$ cat config.mk
export PLATFORM = sky130hd
export DESIGN_NAME = riscv_cache_writebuffer
export DESIGN_NICKNAME = d
export VERILOG_FILES = /design/src/rtl/riscv_cache_writebuffer.sv
export SDC_FILE = /design/constraint.sdc
export NUM_CORES = 1
export LEC_CHECK = 0
export ABC_CLOCK_PERIOD_IN_PS = 3900
export CAP_MARGIN = 20
export CORE_MARGIN = 2
export CORE_UTILIZATION = 24
export CTS_CLUSTER_SIZE = 40
export DETAILED_ROUTE_END_ITERATION = 10
export PLACE_DENSITY = 0.51
export SLEW_MARGIN = 15
export SYNTH_ARGS = -nofsm -noshare
export SYNTH_HDL_FRONTEND = slang
export SYNTH_SLANG_ARGS = --single-unit
$ cat constraint.sdc
create_clock -name clk_i -period 3.9 [get_ports clk_i]
set_input_delay 0.975 -clock clk_i [delete_from_list [all_inputs] [get_ports clk_i]]
set_output_delay 0.975 -clock clk_i [all_outputs]
set_load 0.02 [all_outputs]
$ cat src/rtl/riscv_cache_writebuffer.sv
// Cache store write buffer. Holds pending stores from the address-setup stage,
// coalesces back-to-back stores to the same word, drains them in order into
// the data memory and forwards pending bytes to the hit stage.
module riscv_cache_writebuffer #(
    parameter int unsigned XLEN       = 32,
    parameter int unsigned SIZE       = 64,
    parameter int unsigned BLOCK_SIZE = XLEN,
    parameter int unsigned WAYS       = 2,
    parameter int unsigned DEPTH      = 2,
    localparam int unsigned SETS      = (SIZE * 1024 * 8) / (BLOCK_SIZE * WAYS),
    localparam int unsigned IDX_BITS  = (SETS > 1) ? $clog2(SETS) : 1,
    localparam int unsigned BE_W      = XLEN / 8
) (
    input  logic                clk_i,
    input  logic                rst_i,
    input  logic                clear_i,
    input  logic                wr_req_i,
    input  logic [IDX_BITS-1:0] wr_idx_i,
    input  logic [WAYS-1:0]     wr_way_i,
    input  logic [XLEN-1:0]     wr_data_i,
    input  logic [BE_W-1:0]     wr_be_i,
    output logic                wr_ready_o,
    output logic                mem_we_o,
    output logic [IDX_BITS-1:0] mem_idx_o,
    output logic [WAYS-1:0]     mem_way_o,
    output logic [XLEN-1:0]     mem_data_o,
    output logic [BE_W-1:0]     mem_be_o,
    input  logic                mem_gnt_i,
    input  logic [IDX_BITS-1:0] fwd_idx_i,
    input  logic [WAYS-1:0]     fwd_way_i,
    output logic                fwd_hit_o,
    output logic [XLEN-1:0]     fwd_data_o,
    output logic [BE_W-1:0]     fwd_be_o,
    output logic                empty_o
);

    localparam int unsigned PTR_W = (DEPTH > 1) ? $clog2(DEPTH) : 1;
    localparam int unsigned CNT_W = $clog2(DEPTH) + 1;

    logic                valid_q [DEPTH];
    logic [IDX_BITS-1:0] idx_q   [DEPTH];
    logic [WAYS-1:0]     way_q   [DEPTH];
    logic [XLEN-1:0]     data_q  [DEPTH];
    logic [BE_W-1:0]     be_q    [DEPTH];

    logic [PTR_W-1:0] head_q;
    logic [PTR_W-1:0] tail_q;
    logic [CNT_W-1:0] count_q;

    logic [PTR_W-1:0] newest;
    logic             accept;
    logic             pop;
    logic             coalesce;
    logic             push;
    logic [XLEN-1:0]  merged_data;

    function automatic logic [PTR_W-1:0] ptr_inc(input logic [PTR_W-1:0] p);
        return (p == PTR_W'(DEPTH - 1)) ? '0 : p + PTR_W'(1);
    endfunction

    // Handshake, drain view and coalescing decision
    always_comb begin
        empty_o    = (count_q == '0);
        wr_ready_o = (count_q != CNT_W'(DEPTH));
        mem_we_o   = !empty_o;
        mem_idx_o  = idx_q[head_q];
        mem_way_o  = way_q[head_q];
        mem_data_o = data_q[head_q];
        mem_be_o   = be_q[head_q];

        newest   = (tail_q == '0) ? PTR_W'(DEPTH - 1) : tail_q - PTR_W'(1);
        accept   = wr_req_i && wr_ready_o;
        pop      = mem_we_o && mem_gnt_i;
        // Newest entry may not be merged into while it is leaving the buffer
        coalesce = accept && !empty_o
                   && (idx_q[newest] == wr_idx_i) && (way_q[newest] == wr_way_i)
                   && !(pop && (newest == head_q));
        push     = accept && !coalesce;

        merged_data = data_q[newest];
        for (int b = 0; b < int'(BE_W); b++) begin
            if (wr_be_i[b]) merged_data[b*8 +: 8] = wr_data_i[b*8 +: 8];
        end
    end

    // Store-to-load forwarding: walk oldest to youngest so younger bytes win
    always_comb begin
        logic [PTR_W-1:0] e;
        fwd_hit_o  = 1'b0;
        fwd_data_o = '0;
        fwd_be_o   = '0;
        e          = '0;
        for (int k = 0; k < int'(DEPTH); k++) begin
            e = PTR_W'((int'(head_q) + k) % int'(DEPTH));
            if (valid_q[e] && (idx_q[e] == fwd_idx_i) && (way_q[e] == fwd_way_i)) begin
                fwd_hit_o = 1'b1;
                fwd_be_o  = fwd_be_o | be_q[e];
                for (int b = 0; b < int'(BE_W); b++) begin
                    if (be_q[e][b]) fwd_data_o[b*8 +: 8] = data_q[e][b*8 +: 8];
                end
            end
        end
    end

    // Control state: valid bits, pointers and occupancy
    always_ff @(posedge clk_i) begin
        if (rst_i || clear_i) begin
            for (int i = 0; i < int'(DEPTH); i++) valid_q[i] <= 1'b0;
            head_q  <= '0;
            tail_q  <= '0;
            count_q <= '0;
        end else begin
            if (pop) begin
                valid_q[head_q] <= 1'b0;
                head_q          <= ptr_inc(head_q);
            end
            if (push) begin
                valid_q[tail_q] <= 1'b1;
                tail_q          <= ptr_inc(tail_q);
            end
            if (push && !pop) begin
                count_q <= count_q + CNT_W'(1);
            end else if (pop && !push) begin
                count_q <= count_q - CNT_W'(1);
            end
        end
    end

    // Entry payload: written on push, merged on coalesce
    always_ff @(posedge clk_i) begin
        if (!rst_i && !clear_i) begin
            if (push) begin
                idx_q[tail_q]  <= wr_idx_i;
                way_q[tail_q]  <= wr_way_i;
                data_q[tail_q] <= wr_data_i;
                be_q[tail_q]   <= wr_be_i;
            end else if (coalesce) begin
                data_q[newest] <= merged_data;
                be_q[newest]   <= be_q[newest] | wr_be_i;
            end
        end
    end

endmodule

==> metrics.yaml, run 1 <==
clock_network:
  cts_buffers: 9
  holdBufCountCts: 0
  cts-htree-levels: 3
  cts_tree: "done"
  clock_tree.root_cell: "clkbuf_16"
  clock_path_buffers: 2
  cts.sinks: 109
  clk_pin_slew_worst_paths_ns: 0.08
  worstSkewPairLatency_ns: 0.36
yosys:
  synthArstFlopShare_pct: 0
  synth-seq-cells: 109
  ys_seq_area_share_pct: 54.5
  synth_edf_count: 102
  synth_top_flop_cell: "edfxtp_1"
  synth_nets: 488
  syn_area_um2: 5880
  yosysUniqueCellTypes: 42
  synthCells: 416
  yosysWarningCount: 0
  syn_area_per_cell_um2: 14.1
final_layout:
  multi_input_area_um2: 2940
  num-nets-final: 717
  area_growth_pct: 55.7
  utilization_pct: 37.9
  antennaDiodeCount: 0
  seq_area_um2: 3210
  drive_gt1_share_pct: 36.6
  n_fill_cell: 2289
critical_path:
  cp.arrival_ns: 2.90
  regToRegStartpoint: "tail_q"
  timing.rr.end: "data_q[0][19]"
  endpoint_kind: "output port"
  path_common_cell: "buf_6"
  reg2reg_depth: 8
  critical_path.cell_chain: "buf_12 -> buf_6 -> mux2_4 -> xor2_4 -> nor4_4 -> buf_4 -> nand4_1 -> mux2i_4 -> a22o_1 -> buf_6"
  cp_slowest_cell: "dfxtp_4"
  cp_slowest_stage_delay_ns: 0.36
  cp_data_required_time_ns: 2.92
  crit_path_end: "fwd_data_o[17]"
  startpoint_type: "flop"
  reg2reg_slack_ns: 0.53
  critPathKind: "reg -> out"
  worstPathMaxFanout: 8
power_and_ir_drop:
  leakagePower_nw: 3.30
  power.ir.vdd_worst_v: 0.000186
  power_density_nw_per_um2: 302
grt:
  grt.overflow.total: 0
  grt_pass1_wl_um: 27100
  grt_max_degree: 24
  track_usage_pct: 13.9
  grt_pass1_vias: 4700
  antenna_found_initial: 1
detailed_routing:
  wirelength_um: 18000
  vias: 4413
  drc: 0
  first_pass_iters: 6
  first_iter_violations: 175
  ant_nets: 0
  avgViaCountPerCell: 4.53
  wl_per_cell_um: 18.5
timing:
  finClkSkew_ns: 0.0147
  setup_ws_ns: 0.0203
  hold-worst-slack_ns: 0.497
  rsz0062_at_grt: "true"
  hold_viol: 0
  setup_viol: 0
  slew_headroom_pct: 55.2
  fmax_mhz: 258
  slew_viol_final: 0
  layout_worst_path_cycle_share_pct: 99.5
  finalCriticalPeriod_ns: 3.88
  tightestPinTransition_ns: 0.671
place:
  gp_congestion: 0.782
  io_buffers: 161
  place_hpwl_um: 13400
  pre_cts_ws_ns: -0.921
die:
  die_h_um: 161
  pin_count: 162
  design.core.area_um2: 24200
  initial_utilization_pct: 24.3
  die_w_um: 161
  row_count: 57
  dieArea_um2: 25800
outcome:
  status: "completed"
flow_run:
  drv_cap: 0
worst_hold_path:
  hp-start: "count_q[1]"
  hp-class: "reg -> reg"
## logic make-up (layout without fill, tap and decap cells)
group / Yosys count / in the layout / share of synthesized area, %
AO/OA/AOI/OAI: 65 / 65 / 9.17
AND/OR/NAND/NOR: 79 / 79 / 9.22
adder cells (fa/ha/maj): 1 / 1 / 0.213
multiplexers: 92 / 92 / 17.4
buffers and inverters: 19 / 253 / 1.92
XOR/XNOR: 51 / 51 / 7.60
flip-flops: 109 / 109 / 54.5
## metrics by stage
stage | power (mW) | instances | area, um^2 | TNS [ns]
4_1_cts | 2.78 | 971 | 8860 | -0.0425
6_report | 2.76 | 974 | 9150 | 0
2_1_floorplan | 1.55 | 416 | 5880 | 0
3_5_place_dp | 1.77 | 948 | 8320 | -30.63
5_1_grt | 2.87 | 974 | 9150 | -1.26
3_3_place_gp | 1.76 | 948 | 8320 | -31.23
## worst max-delay path: cells and delay by family, from the launching register on
kind,cells,cell delay [ns]
DFF,1,0.36
muxes,2,0.65
and+or+nand+nor,2,0.53
xor gates and xnor gates,1,0.16
AOI/OAI and AO/OA,1,0.24
buffers and inverters,4,0.59
## area by class of cell
type | count | share of cell area, %
Clock buffer | 9 | 2.46
Clock inverter | 7 | 0.998
Inverter | 6 | 0.246
Multi-Input combinational cell | 288 | 32.1
Sequential cell | 109 | 35.1
Tap cell | 324 | 4.43
Timing Repair Buffer | 231 | 24.7
## worst min-delay path by stage
| stage | to | slack (ns) | depth (start not counted) |
|---|---|---|---|
| after global placement | count_q[1] | 0.48 | 2 |
| after CTS | count_q[1] | 0.50 | 2 |
| after detailed placement | count_q[1] | 0.49 | 2 |
| after floorplan | valid_q[1] | 0.46 | 2 |
| final | count_q[1] | 0.50 | 2 |
| after global routing | count_q[1] | 0.53 | 2 |
## Yosys cell counts, types with 4 or more instances
master	number	area [um^2]
mux2_2	49	552
nand4_1	11	68.8
dfxtp_1	7	140
or2_2	4	25.0
clkbuf_1	5	18.8
nor4_4	5	106
nor4_1	15	93.8
inv_1	6	22.5
mux2i_2	8	110
nor2_1	6	22.5
nand2b_1	5	31.3
a21oi_1	6	30.0
nand4_2	4	50.1
nand2_1	13	48.8
edfxtp_1	102	3060
a22o_1	31	272
xnor2_1	33	289
mux2i_1	33	330
o21ai_0	6	30.0
xor2_1	18	158
nor3_1	5	25.0
a21o_1	13	97.6
and2_1	4	25.0
## flip-flops by register name, summed over array words and instances, names as in the netlist, named ones only
name	cells
tail_q	1
be_q	8
way_q	4
idx_q	26
data_q	64
head_q	1
valid_q	2
count_q	2
## power by group
part / switching (mW) / internal, mW / leakage [nW]
clock network: 0.470 / 0.517 / 0.157
logic: 0.219 / 0.228 / 2.16
registers: 0.0194 / 1.31 / 0.984
total: 0.708 / 2.05 / 3.30
## layout by cell type (no fill, tap or decap), types with 5 or more instances in the layout
master	count
clkdlybuf4s50_1	109
edfxtp_1	102
buf_4	56
mux2_2	45
buf_6	37
mux2i_1	31
a22o_1	30
xnor2_1	21
nand2_1	13
a21o_1	13
xnor2_2	11
nand4_1	11
xor2_1	10
nor4_1	9
clkbuf_16	9
dlygate4sd2_1	8
buf_12	8
a21oi_1	6
inv_1	6
mux2_4	6
nor4_4	6
mux2i_2	6
clkbuf_2	6
nor2_1	5
nor3_1	5
nand2b_1	5
xor2_2	5
nor4_2	5
o21ai_0	5
dfxtp_1	5
## per-layer routing
layer	vias up	GRT usage, %	routed length [um]
met2	121	23.3	8790
met1	2186	17.5	7940
met4	2	4.05	235
met5	-	0	13
li1	2082	-	-
met3	22	3.77	1040
## what timing repair did
item | CTS | global route
buffers inserted | 11 | 5
setup endpoints to repair | 37 | 37
cloned | 2 | 0
resized for setup | 226 | 72
pin swaps | 20 | 27
Note: power is estimated with default switching activity, not from simulation.
==> run 2: changes to the inputs <==
Settings changed: CELL_PAD_IN_SITES_DETAIL_PLACEMENT set to 0, CELL_PAD_IN_SITES_GLOBAL_PLACEMENT set to 1, PLACE_DENSITY 0.51 to 0.59.
==> run 2 against run 1 <==
  * Sequential power about the same
  * Flip-flop and latch count unchanged
  * Global-route usage decreased by 0.36 points
  * Power shrank 0.53%
  * Worst hold slack better by 0.012 ns
  * Clock-buffer cell count up 1
  * Die area did not move
  * Critical path type is now in -> out
  * Critical endpoint is now fwd_data_o[24]
==> metrics.yaml, run 2 (same netlist as run 1, synthesis figures left out) <==
place:
  io_buffers: 161  # unchanged
  gp_congestion: 0.728  # -6.9%
  placed_area_um2: 8290  # -0.30%
  place_hpwl_um: 12900  # -3.2%
final_layout:
  area_growth_pct: 50.5
  utilization_pct: 36.6  # -1.3 points
  largest_reg_flops: 64  # unchanged
  num-nets-final: 707  # -1.4%
  mostFrequentLayoutCell: "clkdlybuf4s50_1"
  seq_area_um2: 3210  # unchanged
  top_register: "data_q"
  antennaDiodeCount: 0  # unchanged
  multi_input_area_um2: 2870  # -2.3%
  layout_common_cells: "109 x clkdlybuf4s50_1, 102 x edfxtp_1, 48 x mux2_2"
  reg_top3: "data_q: 64 flops, idx_q: 26 flops, be_q: 8 flops"
  drive_gt1_share_pct: 34.4  # -2.2 points
  n_fill_cell: 2374  # +3.7%
  final_area_um2: 8850  # -3.3%
grt:
  grt_pass1_wl_um: 26500  # -2.2%
  antenna_found_initial: 0  # -1
  grt_pass1_vias: 4588  # -2.4%
  track_usage_pct: 13.5  # -0.36 points
  grt_max_degree: 40  # +67%
  grt.overflow.total: 0  # unchanged
timing:
  hold_viol: 0  # unchanged
  finalCriticalPeriod_ns: 3.84  # -0.0425 ns
  rsz0062_at_grt: "true"
  finClkSkew_ns: 0.0125  # -0.00219 ns
  slew_headroom_pct: 66.4  # +11 points
  setup_viol: 0  # unchanged
  layout_worst_path_cycle_share_pct: 98.4  # -1.1 points
  fmax_mhz: 261  # +1.1%
  tightestPinTransition_ns: 0.500  # -0.171 ns
  slew_viol_final: 0  # unchanged
die:
  pin_count: 162  # unchanged
  row_count: 57  # unchanged
  die_w_um: 161  # unchanged
  design.core.area_um2: 24200  # unchanged
  dieArea_um2: 25800  # unchanged
  initial_utilization_pct: 24.3  # unchanged
  die_h_um: 161  # unchanged
worst_hold_path:
  hp-start: "count_q[1]"
  hp-class: "reg -> reg"
  whs_path_depth: 2  # unchanged
  hold_end: "count_q[1]"
critical_path:
  endpoint_kind: "output port"
  cp.arrival_ns: 2.86  # -0.04 ns
  timing.rr.end: "data_q[0][30]"
  reg2reg_slack_ns: 0.90  # +0.37 ns
  cp_data_required_time_ns: 2.92  # about the same
  critPathKind: "in -> out"
  regToRegStartpoint: "tail_q"
  startpoint_type: "input pin"
  worstPathMaxFanout: 7  # -1
  reg2reg_depth: 8  # unchanged
detailed_routing:
  wl_per_cell_um: 18.3  # -1.1%
  drc: 0  # unchanged
  first_pass_iters: 6  # unchanged
  wirelength_um: 17600  # -2.1%
  first_iter_violations: 196  # +12%
  avgViaCountPerCell: 4.54  # +0.14%
  vias: 4374  # -0.88%
  ant_nets: 0  # unchanged
clock_network:
  worstSkewPairLatency_ns: 0.35  # about the same
  cts-htree-levels: 3  # unchanged
  cts.sinks: 109  # unchanged
  clock_tree.root_cell: "clkbuf_16"
  holdBufCountCts: 0  # unchanged
  cts_buffers: 9  # unchanged
  cts_tree: "done"
  clock_path_buffers: 2  # unchanged
  clk_pin_slew_worst_paths_ns: 0.07  # about the same
power_and_ir_drop:
  power.ir.vdd_worst_v: 0.000178  # -4.3%
  internal_power_mw: 2.09  # +2.0%
  power_density_nw_per_um2: 310  # +2.9%
  p_switching_mw: 0.652  # -8.0%
  netSwitchingFraction_pct: 23.7  # -1.9 points
  power_frac_comb_pct: 16.1  # about the same
  leakagePower_nw: 3.19  # -3.2%
  clockPowerShare_pct: 35.7  # about the same
  p_total_mw: 2.75  # -0.53%
  power_frac_seq_pct: 48.2  # +0.2 points
outcome:
  status: "completed"
flow_run:
  drv_cap: 0  # unchanged
## run 2: cell count changes in the layout (fill, tap and decap cells not counted), moves of 2 or more
cell / before / now
inv_8: 2 / 0
buf_2: 3 / 25
xnor2_2: 11 / 9
xor2_2: 5 / 2
mux2i_2: 6 / 9
mux2i_1: 31 / 29
xor2_4: 3 / 0
mux2_4: 6 / 3
buf_6: 37 / 14
xnor2_4: 1 / 4
clkinv_1: 0 / 2
mux2_2: 45 / 48
xor2_1: 10 / 16
buf_4: 56 / 45
## run 2: worst max path at each step
| stage | startpoint | end | slack (ns) | depth (start not counted) |
|---|---|---|---|---|
| global placement | fwd_idx_i[6] | fwd_data_o[24] | -0.91 | 10 |
| floorplan | wr_idx_i[12] | be_q[1][0] | 0.28 | 5 |
| CTS | fwd_idx_i[6] | fwd_data_o[19] | 0.004 | 10 |
| finish | fwd_idx_i[5] | fwd_data_o[24] | 0.06 | 9 |
| detailed placement | fwd_idx_i[6] | fwd_data_o[23] | -0.91 | 10 |
| global route | flop | fwd_data_o[9] | -0.06 | 10 |
## run 2: cell type report
cell class / count / area share (%)
Sequential cell: 109 / 36.3
Multi-Input combinational cell: 288 / 32.4
Timing Repair Buffer: 221 / 22.9
Tap cell: 324 / 4.58
Clock buffer: 10 / 2.59
Clock inverter: 6 / 0.962
Inverter: 6 / 0.255
## run 2: worst max-delay path, stage by stage
cell and delay (ns):
dlygate4sd2_1 0.27, xnor2_2 0.16, nor4_4 0.32, buf_6 0.20, nand4_4 0.14, mux2i_2 0.19, buf_4 0.18, a22o_1 0.25
buf_2 0.16
## run 2: per-stage QoR
stage	cells	TNS (ns)	hold slack, ns	worst slack [ns]
after floorplan	416	0	0.463	0.284
after global placement	943	-29.17	0.481	-0.907
after detailed placement	943	-29.40	0.497	-0.906
after CTS	959	0	0.511	0.00400
after global routing	964	-0.695	0.557	-0.0622
final	964	0	0.509	0.0628
## run 2: power by group through the flow
stage	registers (mW)	clock network, mW	logic, mW
final	1.32	0.980	0.441
after global routing	1.33	1.06	0.469
after CTS	1.33	1.01	0.430
after detailed placement	1.35	0	0.415
after global placement	1.35	0	0.412
after floorplan	1.34	0	0.201
## run 2: timing repair
item / 4_1_cts / 5_1_grt
gates resized for setup: 190 / 46
setup buffers: 1 / 6
setup endpoints to repair: 36 / 36
cloned: 0 / 1
pin swaps: 13 / 12
## run 2: routing by layer
| metal | track usage, % | vias up | wire [um] |
|---|---|---|---|
| met4 | 2.91 | 0 | 162 |
| met2 | 23.0 | 114 | 8680 |
| li1 | - | 2072 | - |
| met3 | 3.64 | 13 | 970 |
| met1 | 17.2 | 2175 | 7840 |
| met5 | 0 | - | 0 |
